## src/rtl/issue_scoreboard_pkg.sv

```systemverilog
// Shared constants for the issue scoreboard: register-file geometry,
// FSM state encodings and a one-hot index decoder.
package issue_scoreboard_pkg;

  localparam int SB_NUM_GRF = 32;
  localparam int GRF_IDX_W  = 5;

  localparam logic [1:0] ST_RUN      = 2'd0;
  localparam logic [1:0] ST_DRAIN    = 2'd1;
  localparam logic [1:0] ST_CSR_WAIT = 2'd2;

  function automatic logic [SB_NUM_GRF-1:0] idx_onehot(input logic [GRF_IDX_W-1:0] idx,
                                                       input logic en);
    logic [SB_NUM_GRF-1:0] one;
    one = {{(SB_NUM_GRF-1){1'b0}}, 1'b1};
    if (en) begin
      idx_onehot = one << idx;
    end else begin
      idx_onehot = {SB_NUM_GRF{1'b0}};
    end
  endfunction

endpackage

```

## src/rtl/issue_scoreboard_chk.sv

```systemverilog
// Protocol checker: a CSR instruction waiting in DRAIN must stay presented
// by decode until it either issues or is flushed.
module issue_scoreboard_chk
  import issue_scoreboard_pkg::*;
(
  input logic       clk_i,
  input logic       rst_ni,
  input logic [1:0] state_i,
  input logic       dec_valid_i,
  input logic       flush_i
);

  a_drain_hold: assert property (@(posedge clk_i) disable iff (!rst_ni)
    (state_i == ST_DRAIN) |-> (dec_valid_i | flush_i))
    else $error("decode dropped the CSR instruction while draining");

endmodule

```

## src/rtl/issue_scoreboard_regs.sv

```systemverilog
// Pending-write vector for the integer register file with set-over-clear
// priority, x0 masking and the per-index hazard (eff) lookups.
module issue_scoreboard_regs
  import issue_scoreboard_pkg::*;
#(
  parameter int NUM_GRF   = SB_NUM_GRF,
  parameter int BYPASS_WB = 1
) (
  input  logic                 clk_i,
  input  logic                 rst_ni,
  input  logic                 wb0_valid_i,
  input  logic [GRF_IDX_W-1:0] wb0_rd_i,
  input  logic                 wb1_valid_i,
  input  logic [GRF_IDX_W-1:0] wb1_rd_i,
  input  logic                 set_en_i,
  input  logic [GRF_IDX_W-1:0] set_rd_i,
  input  logic [GRF_IDX_W-1:0] rs1_i,
  input  logic [GRF_IDX_W-1:0] rs2_i,
  input  logic [GRF_IDX_W-1:0] rd_i,
  output logic [NUM_GRF-1:0]   pend_o,
  output logic                 eff_rs1_o,
  output logic                 eff_rs2_o,
  output logic                 eff_rd_o,
  output logic                 drain_empty_o
);

  localparam logic BYP = (BYPASS_WB != 0);

  logic [NUM_GRF-1:0] pend_q;
  logic [NUM_GRF-1:0] pend_d;
  logic [NUM_GRF-1:0] clr_s;
  logic [NUM_GRF-1:0] set_s;
  logic [NUM_GRF-1:0] eff_s;
  logic [NUM_GRF-1:0] x0_mask_s;

  assign x0_mask_s = {{(NUM_GRF-1){1'b1}}, 1'b0};
  assign clr_s     = idx_onehot(wb0_rd_i, wb0_valid_i) | idx_onehot(wb1_rd_i, wb1_valid_i);
  assign set_s     = idx_onehot(set_rd_i, set_en_i);

  // A register retiring this cycle is already forwardable when bypass exists.
  assign eff_s     = pend_q & ~(BYP ? clr_s : {NUM_GRF{1'b0}});
  assign pend_d    = ((pend_q & ~clr_s) | set_s) & x0_mask_s;

  assign eff_rs1_o     = eff_s[rs1_i];
  assign eff_rs2_o     = eff_s[rs2_i];
  assign eff_rd_o      = eff_s[rd_i];
  assign drain_empty_o = ((pend_q & ~clr_s) == {NUM_GRF{1'b0}});
  assign pend_o        = pend_q;

  // Pending vector register.
  always_ff @(posedge clk_i or negedge rst_ni) begin
    if (!rst_ni) begin
      pend_q <= {NUM_GRF{1'b0}};
    end else begin
      pend_q <= pend_d;
    end
  end

endmodule

```

## src/rtl/issue_scoreboard.sv

```systemverilog
// Issue control between decode and execute: RAW/WAW stalls via the pending
// scoreboard, CSR serialisation FSM, decode ready and a stall counter.
module issue_scoreboard
  import issue_scoreboard_pkg::*;
#(
  parameter int NUM_GRF   = SB_NUM_GRF,
  parameter int BYPASS_WB = 1,
  parameter int CNT_W     = 32
) (
  input  logic             i_Clk,
  input  logic             i_Rst_n,
  input  logic             i_DecValid,
  output logic             o_DecReady,
  input  logic [4:0]       i_Rs1_5,
  input  logic             i_Rs1Use,
  input  logic [4:0]       i_Rs2_5,
  input  logic             i_Rs2Use,
  input  logic [4:0]       i_Rd_5,
  input  logic             i_RdWen,
  input  logic             i_IsCsr,
  input  logic             i_Flush,
  input  logic             i_Wb0Valid,
  input  logic [4:0]       i_Wb0Rd_5,
  input  logic             i_Wb1Valid,
  input  logic [4:0]       i_Wb1Rd_5,
  input  logic             i_CsrDone,
  output logic             o_Issue,
  output logic [31:0]      o_Pending_32,
  output logic [1:0]       o_State_2,
  output logic [CNT_W-1:0] o_StallCnt
);

  logic [1:0]         state_q, state_d;
  logic [CNT_W-1:0]   cnt_q, cnt_d;
  logic [NUM_GRF-1:0] pend_s;
  logic               eff_rs1_s, eff_rs2_s, eff_rd_s, drain_empty_s;
  logic               raw_s, waw_s, ready_s, dec_ready_s, fire_s, stall_s;

  issue_scoreboard_regs #(
    .NUM_GRF   (NUM_GRF),
    .BYPASS_WB (BYPASS_WB)
  ) u_regs (
    .clk_i         (i_Clk),
    .rst_ni        (i_Rst_n),
    .wb0_valid_i   (i_Wb0Valid),
    .wb0_rd_i      (i_Wb0Rd_5),
    .wb1_valid_i   (i_Wb1Valid),
    .wb1_rd_i      (i_Wb1Rd_5),
    .set_en_i      (fire_s & i_RdWen),
    .set_rd_i      (i_Rd_5),
    .rs1_i         (i_Rs1_5),
    .rs2_i         (i_Rs2_5),
    .rd_i          (i_Rd_5),
    .pend_o        (pend_s),
    .eff_rs1_o     (eff_rs1_s),
    .eff_rs2_o     (eff_rs2_s),
    .eff_rd_o      (eff_rd_s),
    .drain_empty_o (drain_empty_s)
  );

  issue_scoreboard_chk u_chk (
    .clk_i       (i_Clk),
    .rst_ni      (i_Rst_n),
    .state_i     (state_q),
    .dec_valid_i (i_DecValid),
    .flush_i     (i_Flush)
  );

  assign raw_s = (i_Rs1Use & eff_rs1_s) | (i_Rs2Use & eff_rs2_s);
  assign waw_s = i_RdWen & eff_rd_s;

  // Decode-ready per FSM state.
  always_comb begin
    ready_s = 1'b0;
    case (state_q)
      ST_RUN: begin
        if (i_IsCsr) begin
          ready_s = 1'b0;
        end else begin
          ready_s = ~raw_s & ~waw_s & ~i_Flush;
        end
      end
      ST_DRAIN:    ready_s = drain_empty_s & ~i_Flush;
      ST_CSR_WAIT: ready_s = 1'b0;
      default:     ready_s = 1'b0;
    endcase
  end

  assign dec_ready_s = ready_s & i_Rst_n;
  assign fire_s      = i_DecValid & dec_ready_s;
  assign stall_s     = i_DecValid & ~dec_ready_s & ~i_Flush;

  // CSR serialisation: drain outstanding writes, issue alone, await completion.
  always_comb begin
    state_d = state_q;
    case (state_q)
      ST_RUN: begin
        if (i_DecValid & i_IsCsr & ~i_Flush) begin
          state_d = ST_DRAIN;
        end else begin
          state_d = ST_RUN;
        end
      end
      ST_DRAIN: begin
        if (i_Flush) begin
          state_d = ST_RUN;
        end else if (fire_s) begin
          state_d = ST_CSR_WAIT;
        end else begin
          state_d = ST_DRAIN;
        end
      end
      ST_CSR_WAIT: begin
        if (i_CsrDone) begin
          state_d = ST_RUN;
        end else begin
          state_d = ST_CSR_WAIT;
        end
      end
      default: state_d = ST_RUN;
    endcase
  end

  assign cnt_d = (stall_s & ~(&cnt_q)) ? (cnt_q + {{(CNT_W-1){1'b0}}, 1'b1}) : cnt_q;

  // State and saturating stall counter.
  always_ff @(posedge i_Clk or negedge i_Rst_n) begin
    if (!i_Rst_n) begin
      state_q <= ST_RUN;
      cnt_q   <= {CNT_W{1'b0}};
    end else begin
      state_q <= state_d;
      cnt_q   <= cnt_d;
    end
  end

  assign o_DecReady   = dec_ready_s;
  assign o_Issue      = fire_s;
  assign o_Pending_32 = pend_s;
  assign o_State_2    = state_q;
  assign o_StallCnt   = cnt_q;

endmodule

```

## config.mk

```make
export PLATFORM = sky130hd
export DESIGN_NAME = issue_scoreboard
export DESIGN_NICKNAME = d
export VERILOG_FILES = /design/src/rtl/issue_scoreboard_pkg.sv /design/src/rtl/issue_scoreboard_chk.sv /design/src/rtl/issue_scoreboard_regs.sv /design/src/rtl/issue_scoreboard.sv
export SDC_FILE = /design/constraint.sdc
export NUM_CORES = 1
export LEC_CHECK = 0
export CAP_MARGIN = 0
export CORE_ASPECT_RATIO = 1.2
export CORE_MARGIN = 3
export CORE_UTILIZATION = 35
export CTS_CLUSTER_SIZE = 24
export DETAILED_ROUTE_END_ITERATION = 10
export GPL_TIMING_DRIVEN = 1
export PLACE_DENSITY = 0.61
export SYNTH_ARGS = -nofsm -noshare
export SYNTH_HDL_FRONTEND = slang
export SYNTH_SLANG_ARGS = --single-unit
```

## constraint.sdc

```tcl
create_clock -name i_Clk -period 6.3 [get_ports i_Clk]
set_input_delay 1.89 -clock i_Clk [delete_from_list [all_inputs] [get_ports i_Clk]]
set_output_delay 1.89 -clock i_Clk [all_outputs]
set_load 0.01 [all_outputs]
```

# Word-level counts from Yosys, hierarchy flattened
# Cells that the tools add are included.
[classes]
muxes = 16
shifts = 3
add_sub_neg = 1
magnitude_cmp = 3
reduce_logical = 3
bitwise_logic = 24
eq_ne = 2
[op_table]
columns = ["op", "n"]
rows = [
  ["$mux 32", 3],
  ["$shl 1x5->32 const A", 3],
  ["$or 32x32->32", 2],
  ["$add 32x1->32 const B", 1],
  ["$and 32x32->32", 1],
  ["$logic_not 32->1", 1],
  ["$not 32->32", 1],
  ["$reduce_and 32->1", 1],
  ["$lt 5x6->1 const B", 3],
  ["$bmux 1 s5", 3],
  ["$and 1x1->1", 14],
  ["$mux 2", 3],
  ["$pmux 2 s3", 1],
  ["$mux 1", 5],
  ["$not 1->1", 5],
  ["$eq 2x1->1 const B", 1],
  ["$eq 2x2->1 const B", 1],
  ["$logic_not 2->1", 1],
  ["$pmux 1 s2", 1],
  ["$or 1x1->1", 1],
]
[word_totals]
reg_bits = 65
out_inout_bits = 68
wordCells = 55
input_bits = 36

# Logic depth before layout (Yosys ltp)
[logic_depth]
word_depth = 19
depth_mapped = 13
ltp_nobuf = 10

# Cells and area by module
# Synthesis repeated with hierarchy kept, for this count alone.
[hier_totals]
hier_cells = 482
area_unflattened_um2 = 4409.2
[by_module_without_submodules]
columns = ["module", "area_per_inst_um2", "cells_each", "instances"]
rows = [
  ["issue_scoreboard_regs", 2763.9, 335, 1],
  ["issue_scoreboard", 1645.3, 147, 1],
]

# Least setup slack after synthesis
# OpenSTA, ideal clock, no wires.
[synth_timing]
kind = "input to output"
from = "input port i_Wb0Valid"
to = "output port o_Issue"
path_buffers = 3
stages = 12
arrival_ps = 4205
path_slack_ps = 205
path_cell_list = "buf_2 or3b_1 buf_2 o221ai_2 mux2i_1 a2111oi_0 a211oi_1 nor4_2 and4_1 buf_6 o21ai_4 inv_1"
[synth_between]
elab_chain_len = 15
[synth_lines]
columns = ["element", "line_no", "source"]
rows = [
  ["from (decl)", "issue_scoreboard.sv:22", "input logic i_Wb0Valid,"],
  ["$mux 32 (*)", "issue_scoreboard_pkg.sv:16", "if (en) begin"],
  ["$or 32x32->32 (*)", "issue_scoreboard_regs.sv:37", "assign clr_s = idx_onehot(wb0_rd_i, wb0_valid_i) | idx_onehot(wb1_rd_i, wb1_valid_i);"],
  ["$not 32->32 (*)", "issue_scoreboard_regs.sv:41, issue_scoreboard_regs.sv:47", ""],
  ["$and 32x32->32 (*)", "issue_scoreboard_regs.sv:41, issue_scoreboard_regs.sv:47", ""],
  ["$bmux 1 s5, on equally long branches", "issue_scoreboard_regs.sv:44, issue_scoreboard_regs.sv:45", ""],
  ["$mux 1, on equally long branches", "issue_scoreboard_regs.sv:44, issue_scoreboard_regs.sv:45", ""],
  ["$and 1x1->1", "issue_scoreboard.sv:69", "assign raw_s = (i_Rs1Use & eff_rs1_s) | (i_Rs2Use & eff_rs2_s);"],
  ["$or 1x1->1", "issue_scoreboard.sv:69", ""],
  ["$not 1->1", "issue_scoreboard.sv:80", "ready_s = ~raw_s & ~waw_s & ~i_Flush;"],
  ["$and 1x1->1 (2 in a row)", "issue_scoreboard.sv:80", ""],
  ["$mux 1", "issue_scoreboard.sv:77", "if (i_IsCsr) begin"],
  ["$pmux 1 s2 (*)", "issue_scoreboard.sv:75", "case (state_q)"],
  ["$and 1x1->1 (*)", "issue_scoreboard.sv:89", "assign dec_ready_s = ready_s & i_Rst_n;"],
  ["$and 1x1->1 (*)", "issue_scoreboard.sv:90", "assign fire_s = i_DecValid & dec_ready_s;"],
  ["to (decl)", "issue_scoreboard.sv:27", "output logic o_Issue,"],
]
# Every way passes the cells marked *; elsewhere a longest branch is shown, timed or not. The select of a mux whose other input is x is not followed.

# Worst setup path in the final report
[layout_timing]
from = "input port i_Wb1Valid"
to = "output port o_Issue"
[layout_between]
elab_chain_len = 15
[layout_lines]
columns = ["element", "line_no", "source"]
rows = [
  ["from (decl)", "issue_scoreboard.sv:24", "input logic i_Wb1Valid,"],
  ["$mux 32 (*)", "issue_scoreboard_pkg.sv:16", ""],
  ["$or 32x32->32 (*)", "issue_scoreboard_regs.sv:37", ""],
  ["$not 32->32 (*)", "issue_scoreboard_regs.sv:41, issue_scoreboard_regs.sv:47", ""],
  ["$and 32x32->32 (*)", "issue_scoreboard_regs.sv:41, issue_scoreboard_regs.sv:47", ""],
  ["$bmux 1 s5, on equally long branches", "issue_scoreboard_regs.sv:44, issue_scoreboard_regs.sv:45", ""],
  ["$mux 1, on equally long branches", "issue_scoreboard_regs.sv:44, issue_scoreboard_regs.sv:45", ""],
  ["$and 1x1->1", "issue_scoreboard.sv:69", ""],
  ["$or 1x1->1", "issue_scoreboard.sv:69", ""],
  ["$not 1->1", "issue_scoreboard.sv:80", ""],
  ["$and 1x1->1 (2 in a row)", "issue_scoreboard.sv:80", ""],
  ["$mux 1", "issue_scoreboard.sv:77", ""],
  ["$pmux 1 s2 (*)", "issue_scoreboard.sv:75", ""],
  ["$and 1x1->1 (*)", "issue_scoreboard.sv:89", ""],
  ["$and 1x1->1 (*)", "issue_scoreboard.sv:90", ""],
]
# Marked as above.

==> impl_metrics.tcl <==
set metrics [dict create \
    p_int_mw 0.8911 \
    final_cell_mix "134 x buf_4, 86 x clkdlybuf4s50_1, 65 x dfrtp_1" \
    final-setup-viol-count 0 \
    finalWorstSetupSlack_ns 0.06240 \
    reg2reg_depth 11 \
    drive_gt1_frac 0.3416 \
    die_area_um2 14260 \
    port-buffer-count 102 \
    drt_wl_total_um 20130 \
    pwr-share-comb 0.275 \
    antenna_found_initial 0 \
    rows 44 \
    maxCapViolations 0 \
    antennaDiodeCount 0 \
    dp_cells 862 \
    start_util 0.3650 \
    syn-cell-area_um2 4501 \
    htree_levels 3 \
    finalCriticalPeriod_ns 6.238 \
    fin_cells 890 \
    tritoncts "built" \
    grt_first_pass_wirelength_um 30910 \
    cts_buffers 9 \
    via_per_inst 6.020 \
    ys_types 67 \
    min_from "o_StallCnt[4]$_DFFE_PN0P_" \
    tightestPinTransition_ns 0.8161 \
    reg2reg_slack_ns 3.16 \
    avgSynthCellArea_um2 9.037 \
    cpLargestDelayFamily "simple AND/OR/NAND/NOR gates" \
    fmax_ghz 0.1603 \
    p_seq_frac 0.367 \
    pre_cts_ws_ns -0.8863 \
    slew_violations 0 \
    p_leak_nw 3.018 \
    crit_path_start_kind "input pin" \
    synth-edff-count 0 \
    worstReg2RegStart "u_regs.pend_o[14]$_DFF_PN0_" \
    max-vdd-ir-drop_mv 0.2180 \
    syn_inst 498 \
    outcome "finished, final reports clean" \
    cts_buffer_depth 2 \
    utilization 0.5962 \
    min_delay_worst_endpoint "o_StallCnt[4]$_DFFE_PN0P_" \
    syn_to_final_growth_pct 63.36 \
    nFillCells 1132 \
    switching_share 0.3048 \
    crit_fanout 5 \
    final_nets 761 \
    worstSkewPairLatency_ns 0.33 \
    num_vias 5358 \
    critPathMaxStageDelay_ns 0.53 \
    synth_seq_cells 65 \
    switching_power_mw 0.3907 \
    worstSetupEndpointType "output port" \
    synth_ff_type "dfrtp_1" \
    grt_overflow 0 \
    yosysWarnings 0 \
    ys_async_sr_fraction 1.000 \
    ios 104 \
    drt-initial-drc-count 436 \
    die_h_um 130.2 \
    crit_type "input pin to output port" \
    r2r_end "o_StallCnt[1]$_DFFE_PN0P_" \
    dieWidth_um 109.5 \
    gp_congestion 1.016 \
    route.detailed.drc 0 \
    coreArea_um2 12330 \
    hold_class "flip-flop to flip-flop" \
    hpwl_um 15450 \
    critPathRequiredTime_ns 4.41 \
    hold_depth 1 \
    drtAntennaViolNets 0 \
    final_common_cell "buf_4" \
    crit_slowest_cell "or4b_4" \
    clkSinkCount 65 \
    power.density_nw_per_um2 174.4 \
    arrival_ns 4.35 \
    syn_nets 535 \
    drtPass1Iterations 5 \
    fin_skew_ns 0.006153 \
    ys_seq_area_frac 0.3614 \
    grt_pass1_vias 5481 \
    path_cells "buf_2 > or4b_4 > o221ai_4 > buf_6 > mux2i_1 > a211oi_2 > a211oi_2 > nor4_4 > buf_4 > and4_4 > o21ai_4 > inv_2 > buf_6" \
    hold_viol 0 \
    wl_per_cell_um 22.62 \
    clk_pin_slew_ns 0.06 \
    fin_crit_sh 0.9901 \
    grt_max_degree 64 \
    ctsRootBufferMaster "clkbuf_16" \
    maxSlewHeadroom 0.4559 \
    gr-usage-all-layers 0.2858 \
    clkPwrFrac 0.358 \
    crit_buf_inv 5 \
]
## state kept, by name (all words and copies together), names as in the netlist
| name | count |
|---|---|
| o_StallCnt | 32 |
| u_regs.pend_o | 31 |
| o_State_2 | 2 |
## stage by stage
step,hold WS (ns),power [mW],setup TNS [ns],area [µm²]
after CTS,0.4914,1.276,0,7188
after global routing,0.5141,1.338,-0.002786,7352
after detailed placement,0.4782,0.7987,-1.729,6598
after global placement,0.4801,0.7969,-1.665,6598
final,0.4873,1.282,0,7352
after floorplan,0.5179,0.6096,0,4501
## worst register-to-register path: stages (launching register included)
cell and delay (ns):
dfrtp_1 0.40, o221ai_2 0.17, buf_4 0.20, mux4_2 0.48, a22oi_2 0.19, nand4_1 0.19, buf_4 0.20, a41oi_4 0.27
buf_4 0.15, buf_4 0.32, nand2_1 0.16, mux2_2 0.29
## metal layers
layer / global-route usage / vias up / wire, µm
met3: 0.04849 / 66 / 1302
li1: - / 2388 / -
met1: 0.3441 / 2618 / 7924
met4: 0.1321 / 0 / 1069
met5: 0 / - / 0
met2: 0.4944 / 286 / 9831
## synth_stat cells, drive strengths merged (8+ instances only)
cell | instances | area (µm²)
nor2 | 42 | 157.7
dfrtp | 65 | 1627
o21ai | 22 | 121.4
xnor2 | 26 | 227.7
nand4 | 23 | 143.9
clkbuf | 23 | 86.33
nand2 | 30 | 112.6
nand3 | 35 | 175.2
and3 | 21 | 131.4
nor3 | 10 | 50.05
nor2b | 8 | 50.05
nand2b | 9 | 56.30
o31ai | 23 | 177.7
inv | 11 | 41.29
o221ai | 32 | 322.8
## area by class of cell
cell class	count	area, µm²	share of cell area
Sequential cell	65	1627	0.2212
Tap cell	161	201.4	0.02740
Multi-Input combinational cell	391	3108	0.4227
Inverter	12	45.04	0.006127
Timing Repair Buffer	245	2096	0.2851
Clock buffer	12	246.5	0.03353
Clock inverter	4	28.78	0.003914
## timing repair
action | CTS | global route
pin swaps | 28 | 26
gates resized for setup | 97 | 46
setup endpoints to repair | 2 | 2
setup buffers | 9 | 4
hold buffers | 0 | 0
## how the worst max path moves through the flow
stage	slack [ns]	cells past startpoint	from	to
2_1_floorplan	0.20	12	i_Wb0Valid	o_Issue
3_5_place_dp	-0.89	12	i_Wb0Rd_5[2]	o_Issue
3_3_place_gp	-0.85	12	i_Wb0Rd_5[2]	o_Issue
5_1_grt	-0.003	13	i_Wb1Valid	o_Issue
4_1_cts	0.0006	12	i_Wb0Valid	o_Issue
6_report	0.06	13	i_Wb1Valid	o_Issue
## cells by family after synthesis
group | after synthesis | synth area share
AND/OR/NAND/NOR | 223 | 0.2777
AO/OA/AOI/OAI | 124 | 0.2230
flip-flops | 65 | 0.3614
buffers and inverters | 42 | 0.04003
XOR/XNOR | 31 | 0.06033
multiplexers | 11 | 0.03392
adder cells (fa/ha/maj) | 1 | 0.002780
other | 1 | 0.0008332
## power groups by stage
| stage | registers, mW | logic, mW | clock network [mW] |
|---|---|---|---|
| 3_3_place_gp | 0.477 | 0.320 | 0 |
| 6_report | 0.471 | 0.352 | 0.459 |
| 5_1_grt | 0.475 | 0.376 | 0.487 |
| 2_1_floorplan | 0.484 | 0.126 | 0 |
| 4_1_cts | 0.471 | 0.340 | 0.465 |
| 3_5_place_dp | 0.477 | 0.321 | 0 |
Note: power is estimated with default switching activity, not from simulation.
